## src/rtl/board_io_ctrl.sv

```systemverilog
// rtl/board_io_ctrl.sv - step-button debouncer and 4-digit multiplexed 7-segment display driver
module board_io_ctrl #(
  parameter int DEBOUNCE_CYCLES = 1000000,
  parameter int SCAN_CYCLES     = 100000
) (
  input  logic        clock,
  input  logic        reset,
  input  logic        step_btn,
  input  logic        disp_sel,
  input  logic        half_sel,
  input  logic [31:0] pc_in,
  input  logic [31:0] reg_in,
  output logic        step_pulse,
  output logic [3:0]  an,
  output logic [6:0]  seg,
  output logic        dp
);

  localparam int DW = $clog2(DEBOUNCE_CYCLES);
  localparam int SW = $clog2(SCAN_CYCLES);
  localparam logic [DW-1:0] DEB_LAST  = DW'(DEBOUNCE_CYCLES - 1);
  localparam logic [SW-1:0] SCAN_LAST = SW'(SCAN_CYCLES - 1);

  logic          sync1_q, sync2_q;
  logic          stable_q, stable_d, stable_dly_q;
  logic [DW-1:0] deb_cnt_q, deb_cnt_d;
  logic          pulse_q;
  logic [SW-1:0] scan_cnt_q, scan_cnt_d;
  logic [1:0]    idx_q, idx_d;
  logic [15:0]   latch_q, latch_d;
  logic [3:0]    an_q, an_d;
  logic [6:0]    seg_q, seg_d;
  logic          dp_q, dp_d;
  logic          scan_wrap, frame_start;
  logic [31:0]   src_word;
  logic [15:0]   sel_half;
  logic [3:0]    nibble;

  // Debounce: a level change is accepted only after an unbroken run of differing samples
  always_comb begin
    stable_d  = stable_q;
    deb_cnt_d = '0;
    if (sync2_q != stable_q) begin
      if (deb_cnt_q == DEB_LAST) begin
        stable_d = sync2_q;
      end else begin
        deb_cnt_d = deb_cnt_q + DW'(1);
      end
    end
  end

  // Scan timing, frame latch and next values for the registered display outputs
  always_comb begin
    scan_wrap   = (scan_cnt_q == SCAN_LAST);
    scan_cnt_d  = scan_wrap ? '0 : scan_cnt_q + SW'(1);
    idx_d       = scan_wrap ? idx_q + 2'd1 : idx_q;
    frame_start = (idx_q == 2'd0) && (scan_cnt_q == '0);
    src_word    = disp_sel ? reg_in : pc_in;
    sel_half    = half_sel ? src_word[31:16] : src_word[15:0];
    // The digit shown on the loading cycle uses the freshly loaded word so a frame never mixes values
    latch_d     = frame_start ? sel_half : latch_q;
    case (idx_q)
      2'd0:    nibble = latch_d[3:0];
      2'd1:    nibble = latch_d[7:4];
      2'd2:    nibble = latch_d[11:8];
      default: nibble = latch_d[15:12];
    endcase
    an_d = ~(4'b0001 << idx_q);
    dp_d = ~((idx_q == 2'd3) && half_sel);
    case (nibble)
      4'h0:    seg_d = 7'b1000000;
      4'h1:    seg_d = 7'b1111001;
      4'h2:    seg_d = 7'b0100100;
      4'h3:    seg_d = 7'b0110000;
      4'h4:    seg_d = 7'b0011001;
      4'h5:    seg_d = 7'b0010010;
      4'h6:    seg_d = 7'b0000010;
      4'h7:    seg_d = 7'b1111000;
      4'h8:    seg_d = 7'b0000000;
      4'h9:    seg_d = 7'b0010000;
      4'hA:    seg_d = 7'b0001000;
      4'hB:    seg_d = 7'b0000011;
      4'hC:    seg_d = 7'b1000110;
      4'hD:    seg_d = 7'b0100001;
      4'hE:    seg_d = 7'b0000110;
      default: seg_d = 7'b0001110;
    endcase
  end

  // State update: synchronizer, debouncer, rising-edge pulse, scan counters and output registers
  always_ff @(posedge clock) begin
    if (reset) begin
      sync1_q      <= 1'b0;
      sync2_q      <= 1'b0;
      stable_q     <= 1'b0;
      stable_dly_q <= 1'b0;
      deb_cnt_q    <= '0;
      pulse_q      <= 1'b0;
      scan_cnt_q   <= '0;
      idx_q        <= 2'd0;
      latch_q      <= 16'h0000;
      an_q         <= 4'b1111;
      seg_q        <= 7'b1111111;
      dp_q         <= 1'b1;
    end else begin
      sync1_q      <= step_btn;
      sync2_q      <= sync1_q;
      stable_q     <= stable_d;
      stable_dly_q <= stable_q;
      deb_cnt_q    <= deb_cnt_d;
      pulse_q      <= stable_q & ~stable_dly_q;
      scan_cnt_q   <= scan_cnt_d;
      idx_q        <= idx_d;
      latch_q      <= latch_d;
      an_q         <= an_d;
      seg_q        <= seg_d;
      dp_q         <= dp_d;
    end
  end

  assign step_pulse = pulse_q;
  assign an         = an_q;
  assign seg        = seg_q;
  assign dp         = dp_q;

endmodule

```

## config.mk

```make
export PLATFORM = sky130hd
export DESIGN_NAME = board_io_ctrl
export DESIGN_NICKNAME = d
export VERILOG_FILES = /design/src/rtl/board_io_ctrl.sv
export SDC_FILE = /design/constraint.sdc
export NUM_CORES = 1
export LEC_CHECK = 0
export CORE_MARGIN = 4
export CORE_UTILIZATION = 51
export CTS_CLUSTER_DIAMETER = 30
export DETAILED_ROUTE_END_ITERATION = 16
export GPL_TIMING_DRIVEN = 1
export HOLD_SLACK_MARGIN = 0.08
export PLACE_DENSITY_LB_ADDON = 0.15
export SLEW_MARGIN = 0
export SYNTH_ARGS = -nofsm -noshare
export SYNTH_HDL_FRONTEND = slang
export SYNTH_SLANG_ARGS = --single-unit
```

## constraint.sdc

```tcl
create_clock -name clock -period 4.3 [get_ports clock]
set_input_delay 0.86 -clock clock [delete_from_list [all_inputs] [get_ports clock]]
set_output_delay 0.86 -clock clock [all_outputs]
set_load 0.03 [all_outputs]
```

==> impl_metrics.json <==
{
  "place.gp.congestion": 0.784,
  "finClkSkew_ps": 10.4,
  "die_h_um": 92.8,
  "cts_tree": "yes",
  "path_max_fanout": 13,
  "crit_path_end_kind": "register",
  "synth_edf_count": 0,
  "ant_nets": 0,
  "cp.required_ps": 4540,
  "dr.pass1.iters": 4,
  "root_buffer": "clkbuf_8",
  "n_antenna_cell": 0,
  "min_period_over_period_pct": 83.2,
  "ys_top_cells_by_area": "dfxtp_1, mux4_2, nor2_1",
  "port-buffer-count": 81,
  "initial_core_util_pct": 53.4,
  "synthFlopType": "dfxtp_1",
  "num_rows": 30,
  "r2r_end": "seg[0]",
  "die_w_um": 92.8,
  "seq_area_frac_synth_pct": 39.3,
  "power.switching_uw": 432,
  "synth_fa_ha_area_share_pct": 4.78,
  "rr_worst_depth": 12,
  "ios": 82,
  "cp_data_arrival_time_ps": 3820,
  "grt_use_total_pct": 19.3,
  "setup_violations": 0,
  "synth.area.mux_share_pct": 14.9,
  "pwr-share-seq_pct": 43.4,
  "synth_xor_area_share_pct": 8.36,
  "holdCritPathClass": "reg2reg",
  "avgViaCountPerCell": 5.18,
  "htreeDepth": 3,
  "endpoint": "seg[0]",
  "clkTransAtPathRegs_ps": 70,
  "cts_sinks": 72,
  "power.share.clock_pct": 35.6,
  "synthToLayoutAreaGrowth_pct": 29.8,
  "asyncSetResetFlopFracSynth_pct": 0,
  "ctsResizeCount": 0,
  "cts_buffers": 9,
  "die_area_mm2": 0.00861,
  "hold_viol_final": 0,
  "dp_hpwl_mm": 5.94,
  "grt_start_max_net_pins": 31,
  "finalSetupTns_ps": 0,
  "syn-cell-area_mm2": 0.00366,
  "slew_headroom_pct": 55.7,
  "yosys.area.top_type": "dfxtp_1",
  "coreArea_mm2": 0.00687,
  "yosysUniqueCellTypes": 52,
  "cell_internal_pwr_mw": 1.21,
  "critPathKind": "in2reg",
  "synth_top_family_by_area": "simple AND/OR/NAND/NOR gates",
  "timing.final.crit_period_ps": 3580,
  "drtIter0Drc": 95,
  "vias": 2874,
  "grt_setup_unrepaired": "false",
  "fin_ws_ps": 722,
  "cp-start-kind": "primary input",
  "syn_avg_cell_area_um2": 9.85,
  "final_common_cell": "clkdlybuf4s50_1",
  "status": "finished, final reports clean",
  "synth_cells": 372,
  "cts_setup_buffers": 0,
  "fmax_mhz": 279,
  "synth_top_area_share_pct": 39.3,
  "synth_compound_area_share_pct": 7.92,
  "synth_nets": 455,
  "clk_latency_ps": 340,
  "power_frac_comb_pct": 21.0,
  "ys_seq_elements": 72,
  "irDropWorstVdd_uv": 181,
  "grt_pass1_wl_mm": 13.4,
  "power_density_mw_per_mm2": 346,
  "drv_cap": 0,
  "yosysWarnings": 0,
  "ctsLongestPathBuffers": 2,
  "leakage_nw": 1.74,
  "ctsHoldBuffers": 0,
  "drc_errors": 0,
  "synth-simple-area-share_pct": 20.6,
  "grt_pass1_vias": 2999,
  "mostFrequentLayoutCells": "clkdlybuf4s50_1, dfxtp_1, nor2_1",
  "worst_pin_slew_ps": 664,
  "pre_cts_slack_ps": 380,
  "nNetsFinal": 537,
  "r2r_slack_ps": 870,
  "rr_startpoint": "scan_cnt_q[12]",
  "final_max_slew_viol_count": 0,
  "wl_mm": 7.81,
  "overflow": 0,
  "drive_gt1_share_pct": 12.6,
  "grt_antenna_before_repair": 0,
  "cp-startpoint": "disp_sel",
  "wl_per_cell_um": 14.1,
  "sw_frac_of_total_pct": 26.2
}
[power groups by stage]
stage,Sequential (mW),Clock (mW),Combinational (mW)
after floorplan,0.758,0,0.195
after global placement,0.729,0,0.340
after detailed placement,0.730,0,0.345
after CTS,0.715,0.599,0.346
after global routing,0.718,0.630,0.375
final,0.714,0.586,0.346
[synthesized netlist by cell type, types with 5 or more instances]
master and instances:
a21oi_1 10, a22oi_1 5, clkbuf_1 8, dfxtp_1 72, ha_1 14, inv_1 15
mux2_2 8, mux2i_1 7, mux4_2 16, nand2_1 21, nand3_1 21, nand4_1 5
nor2_1 61, nor2b_1 13, nor3_1 6, o21ai_0 5, xnor2_1 17, xor2_1 18
[cell families after synthesis]
family / count (synthesis)
multiplexers: 33
adder cells (fa/ha/maj): 14
flip-flops: 72
AO/OA/AOI/OAI: 38
XOR/XNOR: 35
buffers and inverters: 30
AND/OR/NAND/NOR: 150
[through the flow]
stage,total power [mW],std cells,util [%],hold WS [ps],area [µm²]
floorplan,0.954,372,-,367,3660
global placement,1.07,539,66.1,376,4540
detailed placement,1.07,539,66.1,379,4540
CTS,1.66,555,69.3,392,4760
global route,1.72,555,69.3,423,4760
finish,1.65,555,69.3,388,4760
[how the worst min path moves through the flow]
stage                 startpoint    endpoint  slack, ps  cells past startpoint
floorplan           stable_dly_q  step_pulse        370                      1
global placement    stable_dly_q  step_pulse        380                      1
detailed placement  stable_dly_q  step_pulse        380                      1
CTS                 stable_dly_q  step_pulse        390                      1
global route        stable_dly_q  step_pulse        420                      1
finish              stable_dly_q  step_pulse        390                      1
[layer usage]
layer / vias to the layer above / routed length, µm / global-route usage, %
met1: 1329 / 3510 / 24.1
li1: 1458 / - / -
met4: 0 / 92 / 6.11
met3: 9 / 425 / 4.63
met2: 78 / 3790 / 32.6
met5: - / 0 / 0
[critical path, stage by stage]
cell             delay [ps]
clkdlybuf4s50_1         450
buf_4                   250
mux4_2                  530
mux2_2                  280
a22oi_1                 210
o21a_1                  290
ha_1                    330
inv_1                    90
nand2_1                  60
a311oi_1                 40
a41o_1                  220
a221oi_1                190
[flip-flops by register name, indices dropped and copies added, names as in the netlist]
signal / count
an: 4
deb_cnt_q: 20
dp: 1
idx_q: 2
latch_q: 16
scan_cnt_q: 17
seg: 7
stable_dly_q: 1
stable_q: 1
step_pulse: 1
sync1_q: 1
sync2_q: 1
[final cells by class]
cell class | instances | area, µm²
clock buffer | 9 | 124
clock inverter | 7 | 95.1
fill | 532 | 2110
inverter | 15 | 56.3
multi-input combinational | 270 | 2070
sequential | 72 | 1440
tap | 96 | 120
timing repair buffer | 86 | 848
Note: power is estimated with default switching activity, not from simulation.
